`config.mk`:
```
export PLATFORM = sky130hd
export DESIGN_NAME = timer_irq_source
export DESIGN_NICKNAME = d
export VERILOG_FILES = /design/src/rtl/timer_irq_source.sv
export SDC_FILE = /design/constraint.sdc
export NUM_CORES = 1
export LEC_CHECK = 0
export BUFFER_PORTS_ARGS = -buffer_cell sky130_fd_sc_hd__buf_2
export CORE_MARGIN = 1.5
export CORE_UTILIZATION = 45
export DETAILED_ROUTE_END_ITERATION = 16
export HOLD_SLACK_MARGIN = 0.15
export PLACE_DENSITY = 0.7
export SLEW_MARGIN = 25
export SYNTH_ARGS = -nofsm -noshare
export SYNTH_HDL_FRONTEND = slang
export SYNTH_SLANG_ARGS = --single-unit
```
`constraint.sdc`:
```
create_clock -name clk -period 3.1 [get_ports clk]
set_input_delay 0.465 -clock clk [delete_from_list [all_inputs] [get_ports clk]]
set_output_delay 0.465 -clock clk [all_outputs]
set_load 0.05 [all_outputs]
```
`src/rtl/timer_irq_source.sv`:
```
// timer_irq_source: memory-mapped interval timer (TH/TL/TCON) driving a level IRQ; define TIMER_SYSTICK_EN to add the read-only SYSTICK counter at offset 0x0C
module timer_irq_source #(
    parameter logic [31:0] BASE_ADDR = 32'h40000000,
    parameter int unsigned PRESCALE  = 1
) (
    input  logic        clk,
    input  logic        reset,
    input  logic [31:0] iAddr,
    input  logic [31:0] iWriteData,
    input  logic        iMemWrite,
    input  logic        iMemRead,
    output logic [31:0] oReadData,
    output logic        oIrq
);
    localparam logic [15:0] PRE_LAST = 16'(PRESCALE - 1);

    logic [31:0] th, tl, slot3;
    logic        en, ie, st;
    logic [15:0] pre;
    logic        hit, wr_th, wr_tl, wr_tcon, tick, ovf;
    logic [1:0]  sel;
    logic        unused;

    assign unused  = &{1'b0, iAddr[1:0]};
    assign hit     = iAddr[31:4] == BASE_ADDR[31:4];
    assign sel     = iAddr[3:2];
    assign wr_th   = iMemWrite && hit && sel == 2'd0;
    assign wr_tl   = iMemWrite && hit && sel == 2'd1;
    assign wr_tcon = iMemWrite && hit && sel == 2'd2;
    assign tick    = en && pre == PRE_LAST;
    assign ovf     = tick && tl == 32'hFFFF_FFFF;
    assign oIrq    = ie & st;

    // Prescaler runs 0..PRESCALE-1 while enabled and is held at zero otherwise
    always_ff @(posedge clk or posedge reset)
        if (reset) pre <= '0;
        else       pre <= (!en || tick) ? '0 : pre + 16'd1;

    // Reload and counter; a TL write beats the tick, reload takes the pre-write TH
    always_ff @(posedge clk or posedge reset)
        if (reset) begin
            th <= '0;
            tl <= '0;
        end else begin
            if (wr_th) th <= iWriteData;
            if (wr_tl)     tl <= iWriteData;
            else if (tick) tl <= ovf ? th : tl + 32'd1;
        end

    // Control/status; an overflow on the same edge as a TCON write still latches ST
    always_ff @(posedge clk or posedge reset)
        if (reset) begin
            en <= 1'b0;
            ie <= 1'b0;
            st <= 1'b0;
        end else if (wr_tcon) begin
            en <= iWriteData[0];
            ie <= iWriteData[1];
            st <= iWriteData[2] | (ovf & ie);
        end else if (ovf && ie && !wr_tl) begin
            st <= 1'b1;
        end

`ifdef TIMER_SYSTICK_EN
    logic [31:0] systick;

    // Free-running clock-edge count since reset, independent of EN
    always_ff @(posedge clk or posedge reset)
        if (reset) systick <= '0;
        else       systick <= systick + 32'd1;

    assign slot3 = systick;
`else
    assign slot3 = '0;
`endif

    assign oReadData = !(iMemRead && hit) ? '0 :
                       sel == 2'd0 ? th :
                       sel == 2'd1 ? tl :
                       sel == 2'd2 ? {29'b0, st, ie, en} : slot3;
endmodule

```
==> results of run 1 <==
## worst max-delay path: stages (launching register included)
cell,delay (ps)
dfrtp_1,440
inv_1,80
ha_1,160
or4b_2,610
nor4_1,320
buf_4,170
nand2_1,50
buf_4,210
a2111oi_0,430
a211oi_1,140
a21o_1,170
## cells by family after synthesis
logic type	Yosys count	synth area share (%)
DFF	83	40.66
xor gates and xnor gates	27	4.629
and+or+nand+nor	239	23.34
adders and majority gates	3	0.7348
buffers and inverters	45	3.723
AOI/OAI and AO/OA	91	11.76
muxes	73	15.16
## metal layers
metal | global-route usage, % | share of wire [%] | vias up
li1 | - | - | 2242
met1 | 32.34 | 44 | 2281
met2 | 38.78 | 48 | 212
met3 | 4.505 | 7.1 | 21
met4 | 8.720 | 1.7 | 0
met5 | 0 | 0 | -
## power breakdown
| group | switching, mW | total [mW] | internal, mW |
|---|---|---|---|
| logic | 0.0610 | 0.109 | 0.0478 |
| clock network | 0.461 | 1.03 | 0.570 |
| registers | 0.000156 | 1.08 | 1.08 |
| total | 0.523 | 2.22 | 1.70 |
## final cells by class
type | count | area share, %
Multi-Input combinational cell | 433 | 46.68
Clock inverter | 6 | 0.7964
Clock buffer | 10 | 3.900
Sequential cell | 83 | 33.90
Timing Repair Buffer | 120 | 11.11
Inverter | 12 | 0.7556
Tap cell | 140 | 2.859
## sequential cells by signal (all words and copies together) (netlist names)
name,count
ie,1
pre,16
en,1
th,32
st,1
tl,32
## repair_timing
| item | in CTS | in global routing |
|---|---|---|
| endpoints found under the setup margin | 0 | 32 |
| resized for setup | 0 | 4 |
| buffers inserted | 0 | 0 |
## cells in the mapped netlist, types with 5 or more instances
cell type,n
o21ai_0,15
mux2i_1,38
nor3_1,15
nor2_1,80
xnor2_1,10
nor4_1,21
a21o_1,8
a31oi_1,5
a2111oi_0,8
and3_1,8
a211oi_1,6
a21oi_1,23
inv_1,12
nand3_1,22
xor2_1,17
clkbuf_1,26
dfrtp_1,83
mux2_2,35
or4_1,7
nand4_1,11
nand2_1,45
## worst max-delay path by stage
stage | from | end | cells past startpoint
6_report | pre[0]$_DFF_PP0_ | tl[8]$_DFFE_PP0P_ | 10
2_1_floorplan | iAddr[27] | oReadData[21] | 7
3_5_place_dp | iAddr[27] | oReadData[18] | 7
3_3_place_gp | iAddr[27] | oReadData[18] | 7
4_1_cts | iAddr[27] | oReadData[18] | 7
5_1_grt | pre[0]$_DFF_PP0_ | tl[8]$_DFFE_PP0P_ | 10
## through the flow
step	util [%]	setup WS (ps)	total power, mW	hold WS (ps)
floorplan	-	-186.7	1.148	470.7
global placement	53.28	91.10	1.212	490.5
detailed placement	53.28	66.33	1.214	505.3
CTS	55.92	58.93	2.242	283.7
global route	56.03	46.29	2.285	318.4
finish	56.03	209.6	2.223	260.3
==> metrics.txt, run 1 <==
run status complete, no violations; detail-routed via count per cell slightly below 6; # diodes 0; post-synthesis cell type count 51; sequential standard cell area 2077 µm²; all-layer global routing usage ~24%; Worst Reg2Reg Path Length in Cells 10; vias in the first global route 4,596; WL final 13.54 mm; grt ovf 0; post-place instance area 5827 µm²; crit-path max FO 16; share of layout cells above drive strength 1 28.16%; EDFF count, synth 0; Post-Layout Cell Count about 800; initial antenna violation count 0; final hold vios 0; I/O pin total approximately 100; commonest non-fill, non-tap cell in the layout buf_2; Yosys Warn Count 0; # setup viols final 0; synth-to-layout area growth 19.94%; top cells by area, synth dfrtp_1 41%, mux2_2 7.7%, mux2i_1 7.4%; H-Tree Depth 3; Die W roughly 110 µm; RSZ-0062 raised after global routing false; ys async rst share between 90% and 100%; Layout Nets 730; Synthesized Nets 632; CP startpoint kind register; Netlist Area Pre-Place between 5000 and 6000 µm²; kind of critical path register to register; Worst EP required 3340 ps; post-route cell area between 6000 and 7000 µm²; Clock Skews slightly below 9 ps; Die Area between 10,000 and 15,000 µm²; Hold Crit Class primary input to async pin; Setup crit end kind register; PortBufs between 90 and 100; Mapped Cells between 500 and 600; slew at the pin closest to its max-slew limit between 800 and 900 ps; CTS Hold Buffers Added 0; Clock Latency Late Sink about 350 ps; TNS Setup 0 ps; Yosys reg bits 83; Placed Cells just under 800; drt first pass iters 6; Tcrit/Tclk final approximately 93%; CTS tree done; Clock Sink Count 83; R2R setup slack 210 ps; Core ar. roughly 11,000 µm²; maximum clock insertion buffer count 2; most frequent cells in the layout 98 x buf_2, 83 x dfrtp_1, 80 x nor2_1, 45 x nand2_1, 38 x mux2i_1; Avg Cell Area, Syn about 9 µm²; worst reg2reg path startpoint pre[0]$_DFF_PP0_; routed wire length per instance ~17 µm; Max Slew Vio Count 0; Pwr per Cell Area between 300 and 400 nW/µm²; first-pass GRT wire length roughly 22 mm; Synth Flop Type dfrtp_1; r2r endpoint tl[8]$_DFFE_PP0P_; Max Cap Violations 0; area leader, netlist dfrtp_1; DR DRC count 0; largest net degree at the start of global routing 49; fill count 1,019; initial DRC count about 290; clk root buf clkbuf_16; Num CTS Buffers 9; normalized max-slew margin roughly 44%; Critical Path AT between 3000 and 4000 ps; sequential-to-total area share from yosys stat between 40% and 50%; fmax between 300 and 400 MHz; Initial Util between 40% and 50%; post-DP HPWL 9.560 mm; ANT nets after route 0; Peak VDD IR between 300 and 400 µV; area occupied by multi-input gates roughly 2900 µm²; gpl congestion between 0.9 and 1; area fraction of the dominant cell type after synthesis 40.66%; DIE HEIGHT 109.6 µm; Rows 38; clock slew at reported path FFs about 70 ps; crit path time final ~2900 ps; leakage around 2.9 nW; Via Count 4,756
(Power assumes the default switching activity.)
==> run 2, diff against run 1 <==
--- a/config.mk
+++ b/config.mk
@@ -5,12 +5,13 @@
 export SDC_FILE = /design/constraint.sdc
 export NUM_CORES = 1
 export LEC_CHECK = 0
+export ABC_AREA = 1
 export BUFFER_PORTS_ARGS = -buffer_cell sky130_fd_sc_hd__buf_2
 export CORE_MARGIN = 1.5
 export CORE_UTILIZATION = 45
 export DETAILED_ROUTE_END_ITERATION = 16
 export HOLD_SLACK_MARGIN = 0.15
-export PLACE_DENSITY = 0.7
+export PLACE_DENSITY = 0.67
 export SLEW_MARGIN = 25
 export SYNTH_ARGS = -nofsm -noshare
 export SYNTH_HDL_FRONTEND = slang
==> run 2 against run 1 <==
  * Maximum frequency up 15%
  * Cell area up 11%
  * Sequential share of layout area down 3.5 points
  * Register-to-register slack better by 470 ps
  * Largest power group is now the clock network
  * Highest routed layer unchanged
==> metrics.txt, run 2 <==
Netlist Area Pre-Place just under 6000 µm²; area leader, netlist dfrtp_1; # setup viols final 0; Initial Util between 40 and 50%; crit-path most repeated cell nand2_1; Hold Crit Class primary input to async pin; post-place instance area 6494 µm²; leakage roughly 3.3 nW; hold slack final approximately 200 ps; GR Util met3 between 5 and 6%; # diodes 0; sequential-to-total area share from yosys stat 35.65%; CTS tree done; Net Sw Power about 530 µW; vias in the first global route between 5k and 6k; Setup crit end kind output pin; CTS Hold Buffers Added 0; kind of critical path primary input to output pin; initial antenna violation count 0; Simple-Gate Fraction of Synth Area 46.60%; ys async rst share 100.0%; Pwr per Cell Area between 300 and 400 nW/µm²; most frequent cells in the layout 401 x nand2_1, 120 x nor2_1, 98 x buf_2, 85 x nand3_1, 83 x dfrtp_1; Layout Nets 1,107; post-synthesis cell type count 30; Final WS setup approximately 590 ps; Clock Skews between 10 and 15 ps; Yosys reg bits between 80 and 90; Via Count 6,127; Rows around 40; critical path cell sequence buf_2 -> nor2_1 -> nand2_1 -> nor2_1 -> nand2_1 -> nor2_2 -> nand2_1 -> buf_4 -> a21oi_1 -> buf_2; Tcrit/Tclk final 81.00%; slew at the pin closest to its max-slew limit about 600 ps; grt ovf 0; crit-path max FO 32; Comb pwr share 5.0%; Peak VDD IR 361.6 µV; Gates resized, CTS repair 0; DR DRC count 0; Mapped Cells between 900 and 1k; Die W about 120 µm; post-synthesis adder-cell area fraction less than 1%; Max Cap Violations 0; Critical Path AT 2050 ps; detail-routed via count per cell roughly 5; Most Crowded Layer GR met2; area occupied by multi-input gates between 3000 and 4000 µm²; clock network power share approximately half; clk root buf clkbuf_16; area fraction of the dominant cell type after synthesis between 30% and 40%; compound-gate portion of the synthesized area around 7.8%; run status complete, no violations; Commonest cells post-synth 401 x nand2_1, 123 x nor2_1, 85 x nand3_1, 83 x dfrtp_1, 67 x inv_1; Synthesized Nets 1,019; all-layer global routing usage a little over a quarter; largest family of logic cells by synthesized area simple AND/OR/NAND/NOR gates; TNS Setup 0 ps; Avg Cell Area, Syn approximately 6 µm²; Synth Flop Type dfrtp_1; share of layout cells above drive strength 1 14.60%; R2R setup slack 680 ps; routed wire length per instance 14.40 µm; maximum clock insertion buffer count 2; fmax 398.2 MHz; sequential standard cell area about 2100 µm²; gpl congestion 0.9657; H-Tree Depth 3; final hold vios 0; Placed Cells around 1.2k; DIE HEIGHT roughly 120 µm; WP buf/inv 3; Yosys Warn Count 0; worst slack, placed around 600 ps; Int Power 1.871 mW; mux contribution to synthesized area 0%; CP startpoint kind primary input; Die Area about 14,000 µm²; count leader, synth nand2_1; first-pass GRT wire length approximately 29 mm; Num CTS Buffers 9; post-DP HPWL 12.20 mm; post-layout util 54.06%; GRT met2 Usage between 40% and 50%; drt first pass iters 5; Worst path slowest cell buf_2; Core ar. 12,620 µm²; synth-to-layout area growth 17.07%; RSZ-0062 raised after global routing false; Max Slew Vio Count 0; commonest non-fill, non-tap cell in the layout nand2_1; Clock Latency Late Sink between 300 and 400 ps; top cells by area, synth dfrtp_1 36%, nand2_1 26%, nor2_1 7.9%; CP top delay family buffers and inverters; biggest regs th (32), tl (32), pre (16); fill count 1,338; clock slew at reported path FFs roughly 60 ps; number of post-CTS setup repair buffers 0; initial DRC count ~430; CP max stage delay between 300 and 400 ps; Sw Ratio about 22%; normalized max-slew margin between 50% and 60%; post-route cell area ~7000 µm²; Worst EP required roughly 2600 ps; I/O pin total ~100; sequential power share 45.2%; Post-Layout Cell Count around 1.2k; ANT nets after route 0; WL final between 15 and 20 mm; M1 GR Usage 36.68%; PortBufs 98; largest net degree at the start of global routing 84; Synth Area in XOR/XNOR around 2.1%; crit path time final approximately 2500 ps; overall power approximately 2.4 mW; EDFF count, synth 0; Clock Sink Count between 80 and 90
==> run 2: changes by cell type in the layout (fill, tap and decap cells not counted), sizes merged, moves of 12 or more <==
| cell | previous run | this run |
|---|---|---|
| a21oi | 23 | 38 |
| inv | 12 | 69 |
| mux2 | 35 | 0 |
| mux2i | 38 | 0 |
| nand2 | 45 | 405 |
| nand3 | 22 | 87 |
| nand3b | 1 | 13 |
| nor2 | 80 | 133 |
| nor4 | 22 | 1 |
| o21ai | 19 | 47 |
==> run 2: final timing paths <==
kind,start,to,depth (start not counted)
max in group asynchronous,reset,th[12]$_DFFE_PP0P_,3
worst max-delay path,iAddr[25],oReadData[11],10
worst min register to register,pre[0]$_DFF_PP0_,pre[0]$_DFF_PP0_,1
worst max register to register,tl[0]$_DFFE_PP0P_,tl[24]$_DFFE_PP0P_,12
worst min-delay path,reset,th[27]$_DFFE_PP0P_,3
min in group clk,iWriteData[18],th[18]$_DFFE_PP0P_,3
==> run 2: per-layer routing <==
metal / part of all wire [%] / routed length [µm]
met5: 0 / 0
met2: 45 / 7889
met1: 47 / 8131
met4: 2.1 / 362
met3: 6.2 / 1081
==> run 2: power by group through the flow <==
stage | Clock (mW) | Combinational (mW) | Sequential [mW]
floorplan | 0 | 0.0452 | 1.10
global placement | 0 | 0.122 | 1.10
detailed placement | 0 | 0.122 | 1.10
CTS | 1.21 | 0.122 | 1.08
global route | 1.25 | 0.136 | 1.08
finish | 1.19 | 0.121 | 1.08
==> run 2: tightest hold or removal path, stage by stage <==
cell	delay [ps]
buf_2	100
clkinv_2	50
buf_12	370
==> run 2: cells by family after synthesis <==
logic type,count (synthesis)
AND/OR/NAND/NOR,655
buffers and inverters,104
AO/OA/AOI/OAI,89
flip-flops,83
XOR/XNOR,14
adder cells (fa/ha/maj),3
==> run 2: final cells by class <==
class | instances | share of cell area [%]
Clock buffer | 11 | 3.705
Clock inverter | 5 | 1.101
Inverter | 70 | 3.907
Multi-Input combinational cell | 761 | 48.88
Sequential cell | 83 | 30.45
Tap cell | 172 | 3.155
Timing Repair Buffer | 111 | 8.804
